File: src/rtl/coax_rx_word_decoder_pkg.sv
// Shared coax receive constants: error codes, word-decoder state encoding and parity helper.
package coax_rx_word_decoder_pkg;

   localparam int unsigned DEFAULT_DATA_WIDTH = 10;
   localparam int unsigned ERR_CODE_W         = 2;
   localparam int unsigned PARITY_MAX_W       = 32;

   localparam logic [ERR_CODE_W-1:0] ERR_NONE         = 2'd0;
   localparam logic [ERR_CODE_W-1:0] ERR_PARITY       = 2'd1;
   localparam logic [ERR_CODE_W-1:0] ERR_LOSS_OF_SYNC = 2'd2;

   typedef enum logic [2:0] {
      ST_IDLE   = 3'd0,
      ST_HUNT   = 3'd1,
      ST_DATA   = 3'd2,
      ST_PARITY = 3'd3,
      ST_SYNC   = 3'd4,
      ST_DONE   = 3'd5
   } state_t;

   // Returns 1 when the vector holds an odd number of ones; callers zero-extend.
   function automatic logic parity_of(input logic [PARITY_MAX_W-1:0] bits);
      return ^bits;
   endfunction

endpackage

File: src/rtl/coax_rx_word_decoder.sv
// Frames the sampled coax bit stream into sync/data/parity words and flags end of message
// and receive errors as one-cycle registered pulses.
module coax_rx_word_decoder
   import coax_rx_word_decoder_pkg::*;
#(
   parameter int unsigned DATA_WIDTH  = DEFAULT_DATA_WIDTH,
   parameter bit          PARITY_EVEN = 1'b1
) (
   input  logic                  clk,
   input  logic                  reset,
   input  logic                  rx,
   input  logic                  sample,
   input  logic                  synchronized,
   output logic                  active,
   output logic [DATA_WIDTH-1:0] data,
   output logic                  data_strobe,
   output logic                  eom,
   output logic                  error,
   output logic [ERR_CODE_W-1:0] error_code
);

   localparam int unsigned CNT_W = $clog2(DATA_WIDTH + 1);

   state_t                  state_q, state_d;
   logic [CNT_W-1:0]        count_q, count_d;
   logic [DATA_WIDTH-1:0]   shift_q, shift_d;
   logic [DATA_WIDTH-1:0]   data_d;
   logic [ERR_CODE_W-1:0]   code_d;
   logic                    active_d, strobe_d, eom_d, error_d;
   logic                    odd_ones, parity_ok;

   assign odd_ones  = parity_of(PARITY_MAX_W'({shift_q, rx}));
   assign parity_ok = PARITY_EVEN ? ~odd_ones : odd_ones;

   always_ff @(posedge clk) begin
      if (reset) begin
         state_q     <= ST_IDLE;
         count_q     <= '0;
         shift_q     <= '0;
         active      <= 1'b0;
         data        <= '0;
         data_strobe <= 1'b0;
         eom         <= 1'b0;
         error       <= 1'b0;
         error_code  <= ERR_NONE;
      end else begin
         state_q     <= state_d;
         count_q     <= count_d;
         shift_q     <= shift_d;
         active      <= active_d;
         data        <= data_d;
         data_strobe <= strobe_d;
         eom         <= eom_d;
         error       <= error_d;
         error_code  <= code_d;
      end
   end

   always_comb begin
      state_d  = state_q;
      count_d  = count_q;
      shift_d  = shift_q;
      data_d   = data;
      code_d   = error_code;
      strobe_d = 1'b0;
      eom_d    = 1'b0;
      error_d  = 1'b0;

      case (state_q)
         ST_IDLE: begin
            if (synchronized) state_d = ST_HUNT;
         end
         ST_HUNT: begin
            if (!synchronized) begin
               state_d = ST_IDLE;
            end else if (sample && rx) begin
               state_d = ST_DATA;
               count_d = '0;
            end
         end
         ST_DATA, ST_PARITY, ST_SYNC: begin
            // Loss of lock beats any coincident sample and drops the partial word.
            if (!synchronized) begin
               state_d = ST_IDLE;
               error_d = 1'b1;
               code_d  = ERR_LOSS_OF_SYNC;
            end else if (sample) begin
               if (state_q == ST_DATA) begin
                  shift_d = {shift_q[DATA_WIDTH-2:0], rx};
                  count_d = count_q + CNT_W'(1);
                  if (count_q == CNT_W'(DATA_WIDTH - 1)) state_d = ST_PARITY;
               end else if (state_q == ST_PARITY) begin
                  state_d = ST_SYNC;
                  if (parity_ok) begin
                     data_d   = shift_q;
                     strobe_d = 1'b1;
                  end else begin
                     error_d = 1'b1;
                     code_d  = ERR_PARITY;
                  end
               end else if (rx) begin
                  state_d = ST_DATA;
                  count_d = '0;
               end else begin
                  state_d = ST_DONE;
                  eom_d   = 1'b1;
               end
            end
         end
         ST_DONE: begin
            if (!synchronized) state_d = ST_IDLE;
         end
         default: state_d = ST_IDLE;
      endcase

      active_d = (state_d == ST_DATA) || (state_d == ST_PARITY) || (state_d == ST_SYNC);
   end

endmodule

File: config.mk
export PLATFORM = sky130hd
export DESIGN_NAME = coax_rx_word_decoder
export DESIGN_NICKNAME = d
export VERILOG_FILES = /design/src/rtl/coax_rx_word_decoder_pkg.sv /design/src/rtl/coax_rx_word_decoder.sv
export SDC_FILE = /design/constraint.sdc
export NUM_CORES = 1
export LEC_CHECK = 0
export BUFFER_PORTS_ARGS = -buffer_cell sky130_fd_sc_hd__clkbuf_2
export CAP_MARGIN = 5
export CORE_UTILIZATION = 47
export CTS_CLUSTER_DIAMETER = 200
export DETAILED_ROUTE_END_ITERATION = 7
export MAX_ROUTING_LAYER = met4
export PLACE_DENSITY = 0.67
export SYNTH_ARGS = -nofsm -noshare
export SYNTH_HDL_FRONTEND = slang
export SYNTH_SLANG_ARGS = --single-unit
File: constraint.sdc
create_clock -name clk -period 2.6 [get_ports clk]
set_clock_uncertainty 0.1 [all_clocks]
set_input_delay 0.13 -clock clk [delete_from_list [all_inputs] [get_ports clk]]
set_output_delay 0.13 -clock clk [all_outputs]
set_load 0.01 [all_outputs]
# [After elaboration in Yosys (flattened, before gate mapping)]
# Index checks and enable logic that the tools add are counted.
[classes] eq_ne=19 muxes=31 n_bitwise=6 add_sub_neg=1 n_reduce_logical=14
[op_table] cell="$reduce_xor A32 Y1" n=1
[op_table] cell="$mux W3" n=10
[op_table] cell="$mux W4" n=7
[op_table] cell="$eq A3 B2 Y1 const B" n=4
[op_table] cell="$ne A2 B2 Y1 const B" n=6
[op_table] cell="$pmux W3 S4" n=1
[op_table] cell="$reduce_or A6 Y1" n=2
[op_table] cell="$mux W2" n=5
[op_table] cell="$eq A3 B3 Y1 const B" n=3
[op_table] cell="$pmux W4 S2" n=1
[op_table] cell="$mux W1" n=7
[op_table] cell="$reduce_and A7 Y1" n=1
[op_table] cell="$ne A3 B3 Y1 const B" n=2
[op_table] cell="$not A1 Y1" n=6
[op_table] cell="$reduce_and A6 Y1" n=1
[op_table] cell="$reduce_and A5 Y1" n=1
[op_table] cell="$add A4 B1 Y4 const B" n=1
[op_table] cell="$eq A4 B4 Y1 const B" n=1
[op_table] cell="$ne A2 B1 Y1 const B" n=2
[op_table] cell="$reduce_and A4 Y1" n=1
[op_table] cell="$eq A3 B1 Y1 const B" n=1
[op_table] cell="$logic_not A3 Y1" n=1
[op_table] cell="$reduce_or A3 Y1" n=1
[op_table] cell="$logic_or A1 B1 Y1" n=2
[op_table] cell="3 further kinds" n=3
[word_totals] out_inout_bits=16 register_bits=33

# [Depth between registers and ports, before layout]
# Gate-level depths: netlist (run 1).
[logic_depth] depth_word=9 mapped_depth=7 mapped_depth_nobuf=7

# [Worst setup path after synthesis (run 1)]
# Ideal clock, no wire load.
[synth_timing] kind="flip-flop to flip-flop" startpoint="reg state_q[2]" endpoint="reg shift_q[2]" period_less_slack_ns=1.721 required_ns=2.372 path_buffers=2 stages_incl_launch_ff=7 arrival_time_ns=1.493 setup_slack_ns=0.879 path_cell_list="dfxtp_1 clkbuf_1 or3b_1 nor2_2 buf_4 mux2i_1 nor2_1"
[synth_between] elab_chain_cells=3 elab_cells_between_ends=5 cone_classes="3 x eq/ne; 2 x reduce/logical"
[synth_rtl] item="start: declaration" line_no="coax_rx_word_decoder.sv:24" rtl="state_t state_q, state_d;"
[synth_rtl] item="start signal: assignment" line_no="coax_rx_word_decoder.sv:47" rtl="state_q <= state_d;"
[synth_rtl] item="$eq A3 B2 Y1 (tied with other cells)" line_no="coax_rx_word_decoder.sv:69, coax_rx_word_decoder.sv:88"
[synth_rtl] item="$reduce_or A3 Y1" line_no="coax_rx_word_decoder.sv:69" rtl="case (state_q)"
[synth_rtl] item="$reduce_and A4 Y1 (no source line) *"
[synth_rtl] item="end signal: assignment" line_no="coax_rx_word_decoder.sv:49" rtl="shift_q <= shift_d;"
[synth_rtl] item="end: declaration" line_no="coax_rx_word_decoder.sv:26" rtl="logic [DATA_WIDTH-1:0] shift_q, shift_d;"
# Mark *: on every way between the ends. The rest lies on a longest branch, timed or not.
# A chain may end at the register's enable or synchronous reset.

# [Worst setup path after layout (run 1)]
[layout_timing] startpoint="in rx" endpoint="reg data[1]"
[layout_between] elab_chain_cells=3
[layout_rtl] item="start: declaration" line_no="coax_rx_word_decoder.sv:11" rtl="input logic rx,"
[layout_rtl] item="$reduce_xor A32 Y1" line_no="coax_rx_word_decoder_pkg.sv:23" rtl="return ^bits;"
[layout_rtl] item="$not A1 Y1 (no source line)"
[layout_rtl] item="$reduce_and A6 Y1 (no source line)"
[layout_rtl] item="end signal: assignment" line_no="coax_rx_word_decoder.sv:51" rtl="data <= data_d;"
[layout_rtl] item="end: declaration" line_no="coax_rx_word_decoder.sv:15" rtl="output logic [DATA_WIDTH-1:0] data,"
# No other way between the ends.

==> results.toml, run 1 <==
[drt]
drcViolationCount = 0
viasPerCell = 5.227
dr.pass1.iters = 5
vias = 1218
wirelength_um = 2900
wl_per_cell_um = 12.45
drtAntennaViolNets = 0
drt-initial-drc-count = 46

[final_layout]
n_antenna_cell = 0
final_cell_mix = "dfxtp_1 (33), nor2_1 (21), mux2i_1 (20), clkbuf_2 (20), nand2b_1 (18)"
finalNetCount = 196
fin_area_um2 = 1774
area_growth_pct = 13.08
drive_above_1_share = 0.1799
layout_commonest_cell = "dfxtp_1"

[critical_path]
crit_chain = "dlygate4sd3_1 -> clkbuf_2 -> xnor2_1 -> xnor2_2 -> xnor3_1 -> nor3b_4 -> mux2i_1"
cp-end-kind = "register"
critical-path-top-delay-family = "buffers and inverters"
critical_path.max_fanout = 11
crit_start = "rx"
slowest_delay_ns = 0.64
path_buf_inv = 2
worstPathRequired_ns = 2.75
crit_path_start_kind = "primary input"
r2r_start = "shift_q[6]"
worst_path_max_delay_cell = "nor3b_4"
crit_type = "primary input to register"
arrival_ns = 2.43

[global_routing]
grt_pass1_vias = 1139
overflow = 0
antenna_found_initial = 0
grt_usage = 0.1875
grt_pass1_wl_um = 4761
grt_max_degree = 42

[timing]
fmax_mhz = 438.8
finalSetupTns_ns = 0
slew_headroom = 0.5238
min_period_ns = 2.279
tightest_slew_ns = 0.7135
slew_viol_final = 0
timing.final.crit_share = 0.8764
finalSetupViolCount = 0
hold_viol_final = 0
grt_setup_unrepaired = "false"

[clocking]
clock_latency_ns = 0.32
cts_buffers = 5
post_cts_buffers = 0
cts_root_buf = "clkbuf_4"
clk_pin_slew_ns = 0.09
cts_tree = "yes"
cts.path.max_buffers = 2
cts_sinks = 33
ctsHtreeMaxLevel = 2

[power_and_ir_drop]
seqPwrFrac = 0.608
clkPwrFrac = 0.341
netSwitchingFraction = 0.2203
p_per_area_nw_per_um2 = 472.1
irDropWorstVdd_v = 0.0002514
p_comb_frac = 0.051
p_switching_uw = 184.5
intPower_uw = 653.0
p_leak_uw = 0.0006502
power_uw = 837.5

[yosys]
ys_warn_count = 0
synthMuxAreaShare = 0.1276
yosys.area_share.simple = 0.2257
async_flop_share = 0
syn_area_per_cell_um2 = 9.452
ys.flop_type = "dfxtp_1"
synthCells = 166
synth_compound_area_frac = 0.09649
synth_xor_area_frac = 0.07416
ys_seq_area_frac = 0.4211
synth_edf_count = 0
yosysUniqueCellTypes = 41
synthAdderAreaFrac = 0.01595
ys_seq_elements = 33
synth_top_family_by_area = "simple AND/OR/NAND/NOR gates"
syn_nets = 173
netlist_area_um2 = 1569

[placed_design]
gp_congestion = 0.8394
dp_hpwl_um = 1991
place_area_um2 = 1693
port_buffers = 20

[floorplan]
die_w_um = 59.78
row_count = 20
core_area_um2 = 3103
die_h_um = 59.78
die_area_um2 = 3574
start_util = 0.5056
ios = 21

[worst_hold_path]
hold_path_startpoint = "sample"
hold_path.class = "primary input to register"

[job]
maxCapViolations = 0

[outcome]
status = "finished clean"
==> power groups by stage <==
stage	sequential, uW	combinational, uW	clock [uW]
floorplan	521	30.2	0
finish	509	42.9	285
global placement	521	38.6	0
detailed placement	521	39.8	0
global route	510	46.8	323
CTS	509	42.1	296
==> area by class of cell <==
class	instances	area, um2
Timing Repair Buffer	24	135.1
Fill cell	312	1329
Multi-Input combinational cell	121	853.3
Clock buffer	7	55.05
Sequential cell	33	660.6
Tap cell	44	55.05
Inverter	4	15.01
==> final timing paths <==
kind	end	slack (ns)	depth (start not counted)
worst max-delay path	data[1]	0.32	7
worst min-delay path	eom	0.15	3
worst max register to register	data[1]	0.39	5
worst min register to register	data[5]	0.38	2
==> per-layer routing <==
layer | GRT usage | vias up | share of wire
met5 | - | - | 0
met4 | 0.08970 | 0 | 0.021
met3 | 0.05844 | 8 | 0.038
met2 | 0.3222 | 27 | 0.51
met1 | 0.1930 | 576 | 0.43
li1 | - | 607 | -
==> what timing repair did <==
| item | CTS | global route |
|---|---|---|
| hold buffers | 2 | 0 |
| setup endpoints to repair | 0 | 6 |
| gates resized for setup | 0 | 1 |
| endpoints found under the hold margin | 3 | 0 |
==> state kept, by name, summed over array words and instances, names as in the netlist <==
signal       count
count_q          4
data_strobe      1
error            1
shift_q         10
error_code       2
active           1
eom              1
data            10
state_q          3
==> worst reg2reg max path, delay by kind of cell, from the launching register on <==
kind,cells,cell delay (ns)
xor+xnor,3,0.70
flops,1,0.40
mux,1,0.29
simple gates,1,0.64
==> synth_stat cells, types with 2 or more instances <==
cell type / count / share of area
o21a_1: 2 / 0.0096
nor3b_2: 2 / 0.016
ha_1: 2 / 0.016
a21oi_1: 7 / 0.022
clkbuf_1: 5 / 0.012
nor2_1: 21 / 0.050
or2b_1: 2 / 0.0096
inv_1: 3 / 0.0072
a211oi_1: 2 / 0.0096
mux2i_1: 20 / 0.13
nand3_1: 2 / 0.0064
nor2b_1: 3 / 0.012
o21ai_0: 2 / 0.0064
o21ai_1: 2 / 0.0064
nand2_1: 9 / 0.022
xnor2_1: 6 / 0.033
dfxtp_1: 33 / 0.42
nand2b_1: 18 / 0.072
nor3_1: 3 / 0.0096
==> cell families after synthesis <==
family | count (synthesis)
AOI/OAI and AO/OA | 23
xor gates and xnor gates | 10
adders and majority gates | 2
buffers and inverters | 12
DFF | 33
muxes | 20
and+or+nand+nor | 66
==> through the flow <==
stage | std cells | utilization | setup WS, ns | hold slack [ns]
final | 233 | 0.5718 | 0.3213 | 0.1535
after global routing | 233 | 0.5718 | 0.2074 | 0.1581
after CTS | 233 | 0.5698 | 0.04046 | 0.1402
after detailed placement | 224 | 0.5456 | 0.1938 | 0.3146
after global placement | 224 | 0.5456 | 0.2714 | 0.3058
after floorplan | 166 | - | 0.8793 | 0.1067
Power figures use the tool's default switching activity.
==> run 2: changes to the inputs <==
ABC_AREA = 1   (was not set)
BUFFER_PORTS_ARGS = not set   (was -buffer_cell sky130_fd_sc_hd__clkbuf_2)
DONT_BUFFER_PORTS = 1   (was not set)
PLACE_DENSITY = not set   (was 0.67)
==> run 2 against run 1 <==
Synthesized area up 7.6%. Critical path depth unchanged. Worst hold slack worse by 0.11 ns. Synthesized cell count up 48%. Combinational power up 62%. Sequential power up 1%. Clock-buffer cell count down 2. Utilization down 3.5 points. Register-to-register slack better by 0.24 ns. Setup slack better by 0.31 ns. Critical endpoint is now error. Largest cell class unchanged.
==> results.toml, run 2 <==
[yosys]
synth_top_family_by_area = "simple AND/OR/NAND/NOR gates"
synthCells = 245
ys_warn_count = 0
yosysUniqueCellTypes = 30
yosys.area_share.simple = 0.3091
netlist_area_um2 = 1688
synth_edf_count = 0
async_flop_share = 0
syn_nets = 252
synth_xor_area_frac = 0.03113
ys_seq_area_frac = 0.3914
synth_top_area_cell = "dfxtp_1"
syn_area_per_cell_um2 = 6.889
synthMuxAreaShare = 0
yosys-top-cells-count = "nand2_1 (57), dfxtp_1 (33), a21oi_1 (29)"
synthAdderAreaFrac = 0.01483
yosysTopAreaCellShare = 0.3914
synth_compound_area_frac = 0.1586
synth_most_common_cell = "nand2_1"
ys_seq_elements = 33
synth_top_cells_by_area = "dfxtp_1 (39%), nand2_1 (13%), a21oi_1 (8.6%), nor2_1 (5.8%), inv_1 (5.3%)"
ys.flop_type = "dfxtp_1"

[job]
maxCapViolations = 0

[clocking]
clock_latency_ns = 0.33
ctsHtreeMaxLevel = 2
cts_buffers = 5
cts_tree = "yes"
cts_root_buf = "clkbuf_4"
cts_sinks = 33
cts_resized = 0
clk_pin_slew_ns = 0.11
cts.path.max_buffers = 2

[timing]
hold_viol_final = 0
fmax_mhz = 507.2
finalSetupViolCount = 0
timing.final.crit_share = 0.7583
tightest_slew_ns = 0.6281
finalSetupTns_ns = 0
setup_slack_ns = 0.6284
min_period_ns = 1.972
slew_viol_final = 0
slew_headroom = 0.5808
grt_setup_unrepaired = "false"

[critical_path]
crit_path_start_kind = "register"
crit_chain = "nand2_2 -> nor2_2 -> inv_2 -> nor2_1 -> nand3_1 -> a21oi_1 -> dlygate4sd3_1"
r2r_end = "error"
worst_path_max_delay_cell = "dlygate4sd3_1"
critical-path-top-delay-family = "buffers and inverters"
critical_path.max_fanout = 7
crit_type = "register to register"
slowest_delay_ns = 0.56
path_buf_inv = 2
r2r_start = "state_q[1]"
cp-end-kind = "register"
endpoint = "error"
crit_start = "state_q[1]"
path_depth = 7
arrival_ns = 2.16
r2r_cells = 7
ff2ff_setup_slack_ns = 0.63
worstPathRequired_ns = 2.79

[drt]
dr.pass1.iters = 4
viasPerCell = 4.963
drcViolationCount = 0
drt-initial-drc-count = 64
drtAntennaViolNets = 0
wl_per_cell_um = 11.19
wirelength_um = 3322
vias = 1474

[placed_design]
gp_congestion = 0.7844
port_buffers = 0
dp_hpwl_um = 2364
place_ws_ns = 0.7577
place_area_um2 = 1715

[final_layout]
area_growth_pct = 7.858
finalNetCount = 257
drive_above_1_share = 0.1116
fin_area_um2 = 1821
n_antenna_cell = 0
final_cell_mix = "nand2_1 (57), dfxtp_1 (33), a21oi_1 (29)"
largestRegisters = "data x10, shift_q x10, count_q x4"
layout_commonest_cell = "nand2_1"

[floorplan]
die_w_um = 61.93
die_h_um = 61.93
start_util = 0.4980
row_count = 21
ios = 21
die_area_um2 = 3835
core_area_um2 = 3390

[worst_hold_path]
min_path_cells = 4
hold_path.class = "primary input to register"

[power_and_ir_drop]
irDropWorstVdd_v = 0.0002629
clkPwrFrac = 0.325
seqPwrFrac = 0.595
p_leak_uw = 0.0007601
p_per_area_nw_per_um2 = 474.9
netSwitchingFraction = 0.2651
p_switching_uw = 229.2
intPower_uw = 635.4
p_comb_frac = 0.080

[global_routing]
grt_pass1_wl_um = 5181
grt_pass1_vias = 1166
grt_max_degree = 25
antenna_found_initial = 0
grt_usage = 0.1939
overflow = 0

[outcome]
status = "finished clean"
## run 2: logic make-up after synthesis
group                    count (synthesis)
XOR/XNOR                                 6
flip-flops                              33
buffers and inverters                   39
AO/OA/AOI/OAI                           49
adder cells (fa/ha/maj)                  2
AND/OR/NAND/NOR                        116
## run 2: how the worst min path moves through the flow
stage | startpoint | slack [ns] | end
floorplan | rx | 0.11 | eom
global placement | reset | 0.10 | error_code[1]
detailed placement | reset | 0.10 | error
CTS | rx | 0.04 | state_q[1]
global route | sample | 0.07 | active
finish | rx | 0.04 | state_q[1]
## run 2: repair_timing
item	in CTS	in global routing
hold buffers	5	0
buffers inserted	0	0
hold endpoints to repair	11	0
## run 2: metal layers
| metal | wire, um | vias up | track usage |
|---|---|---|---|
| li1 | - | 799 | - |
| met1 | 1799 | 637 | 0.2746 |
| met2 | 1311 | 32 | 0.2581 |
| met3 | 159 | 6 | 0.05797 |
| met4 | 51 | 0 | 0.06667 |
| met5 | 0 | - | - |
## run 2: through the flow
| step | utilization | instances | hold slack [ns] | total power (uW) |
|---|---|---|---|---|
| 5_1_grt | 0.5371 | 297 | 0.07209 | 907.7 |
| 3_5_place_dp | 0.5061 | 284 | 0.1022 | 587.8 |
| 3_3_place_gp | 0.5061 | 284 | 0.1008 | 587.5 |
| 2_1_floorplan | - | 245 | 0.1085 | 581.6 |
| 4_1_cts | 0.5371 | 297 | 0.03536 | 875.4 |
| 6_report | 0.5371 | 297 | 0.04081 | 864.6 |
## run 2: tightest hold or removal path: stages
cell     delay, ns
a21oi_1       0.05
o21ai_0       0.15
nand2_1       0.07
inv_1         0.05
## run 2: final cells by class
| class | instances | area [um2] |
|---|---|---|
| clock buffers | 5 | 37.54 |
| fillers | 339 | 1569 |
| clock inverters | 3 | 17.52 |
| multi-input cells | 173 | 867.1 |
| well taps | 46 | 57.56 |
| flip-flops and latches | 33 | 660.6 |
| repair buffers | 7 | 65.06 |
| inverters | 30 | 115.1 |
## run 2: power groups by stage
stage | clock network, uW | registers [uW] | logic [uW]
2_1_floorplan | 0 | 525 | 56.7
3_3_place_gp | 0 | 526 | 61.4
3_5_place_dp | 0 | 526 | 61.6
6_report | 281 | 514 | 69.5
4_1_cts | 291 | 515 | 69.7
5_1_grt | 313 | 515 | 79.6
==> run 3: changes to the inputs <==
clock period = 1.7 ns   (was 2.6 ns; I/O delays follow)
==> run 3 against run 2 <==
First-iteration DRC count increased by 78%. Die area unchanged. Flip-flop and latch count unchanged. Clock power increased to 2.6 times the previous value. Clock-buffer cell count unchanged. Utilization increased by 2.8 points. Routed wire length increased by 2.6%.
==> results.toml, run 3 (synthesis gave the netlist of run 2 again) <==
[drt]
vias = 1461
dr.pass1.iters = 4
wirelength_um = 3409
wl_per_cell_um = 11.40
viasPerCell = 4.886
drtAntennaViolNets = 0
drt-initial-drc-count = 114
drcViolationCount = 0

[timing]
fmax_mhz = 659.8
finalSetupTns_ns = 0
slew_viol_final = 0
hold_viol_final = 0
min_period_ns = 1.516
tightest_slew_ns = 0.5169
timing.final.crit_share = 0.8916
setup_slack_ns = 0.1843
finalSetupViolCount = 0
grt_setup_unrepaired = "false"
slew_headroom = 0.6550

[final_layout]
drive_above_1_share = 0.1581
layout_commonest_cell = "nand2_1"
multi_input_comb_area_um2 = 869.6
fin_area_um2 = 1916
register_area_um2 = 668.1
finalNetCount = 259
largestRegisters = "data x10, shift_q x10, count_q x4"
n_antenna_cell = 0
area_growth_pct = 13.49
final_cell_mix = "nand2_1 (56), a21oi_1 (29), dfxtp_1 (27)"
fillers = 313

[placed_design]
place_area_um2 = 1763
place_ws_ns = 0.1696
port_buffers = 0
gp_congestion = 0.8752
dp_hpwl_um = 2428

[global_routing]
grt_pass1_vias = 1220
overflow = 0
antenna_found_initial = 0
grt_max_degree = 22
grt_usage = 0.1979
grt_pass1_wl_um = 5264

[critical_path]
cpMostUsedCell = "nand2_1"
path_buf_inv = 2
worstPathRequired_ns = 1.83
cp-end-kind = "register"
crit_path_start_kind = "register"
critical_path.max_fanout = 21
critical-path-top-delay-family = "simple AND/OR/NAND/NOR gates"
worst_path_max_delay_cell = "dfxtp_2"
crit_type = "register to register"
crit_chain = "inv_1 -> nand2_1 -> nand2_1 -> nand2_1 -> nand2_1 -> nand2_1 -> nand2_1 -> nand2_1 -> nand2_2 -> buf_12 -> nand3_1 -> nand2_1 -> nor2_1"
slowest_delay_ns = 0.35
arrival_ns = 1.65

[clocking]
ctsHtreeMaxLevel = 2
clk_pin_slew_ns = 0.12
cts.path.max_buffers = 2
cts_tree = "yes"
cts_root_buf = "clkbuf_4"
post_cts_buffers = 0
clock_latency_ns = 0.34
cts_sinks = 33
cts_buffers = 5

[floorplan]
die_w_um = 61.93
ios = 21
row_count = 21
core_area_um2 = 3390
die_area_um2 = 3835
start_util = 0.4980
die_h_um = 61.93

[power_and_ir_drop]
p_leak_uw = 0.0008046
p_per_area_nw_per_um2 = 859.5
irDropWorstVdd_v = 0.0007803

[outcome]
status = "finished clean"

[worst_hold_path]
hold_path.class = "primary input to register"

[job]
maxCapViolations = 0
## run 3: changes by cell type in the layout (fill, tap and decap cells not counted), moves of 2 or more
cell       change
buf_12         +2
bufinv_16      +2
dfxtp_1        -6
dfxtp_2        +6
inv_1          -2
inv_2          +2
## run 3: tightest hold or removal path, stage by stage
cell and delay [ns]:
nand3_1 0.06, o21ai_1 0.07, nand2_1 0.06, nor2_1 0.04, nand2_1 0.05, nand2_1 0.04
## run 3: metrics by stage
stage	total power (uW)	hold slack, ns	util	instances
2_1_floorplan	889.5	0.06351	-	245
3_3_place_gp	912.8	0.05606	0.5201	287
3_5_place_dp	912.0	0.05799	0.5201	287
4_1_cts	1658	0.004874	0.5622	299
5_1_grt	1701	0.05141	0.5652	299
6_report	1646	0.01532	0.5652	299
## run 3: power by group
group / switching [uW] / internal [uW] / leakage (uW)
Combinational: 72.8 / 47.5 / 0.000480
Clock: 284 / 455 / 0.0000552
Sequential: 7.25 / 779 / 0.000269
## run 3: layer usage
metal	global-route usage	vias up	wire length [um]
met2	0.2765	33	1336
li1	-	797	-
met4	0.06984	0	40
met1	0.2687	626	1883
met3	0.06004	5	149
met5	-	-	0
## run 3: layout make-up
cell class	count	area share
tap	46	0.03005
sequential	33	0.3488
multi-input combinational	173	0.4540
inverter	30	0.06009
clock buffer	5	0.01960
clock inverter	3	0.03396
timing repair buffer	9	0.05356
## run 3: repair_timing
item | CTS | global route
setup endpoints to repair | 0 | 11
resized for setup | 0 | 9
hold buffers | 4 | 0
endpoints found under the hold margin | 11 | 0
## run 3: worst paths after layout
| path | start | end | slack, ns | depth (start not counted) |
|---|---|---|---|---|
| max | shift_q[8] | data[1] | 0.18 | 13 |
| min | sample | active | 0.02 | 6 |
| max reg2reg | shift_q[8] | data[1] | 0.18 | 13 |
| min reg2reg | error_code[0] | error_code[0] | 0.40 | 2 |
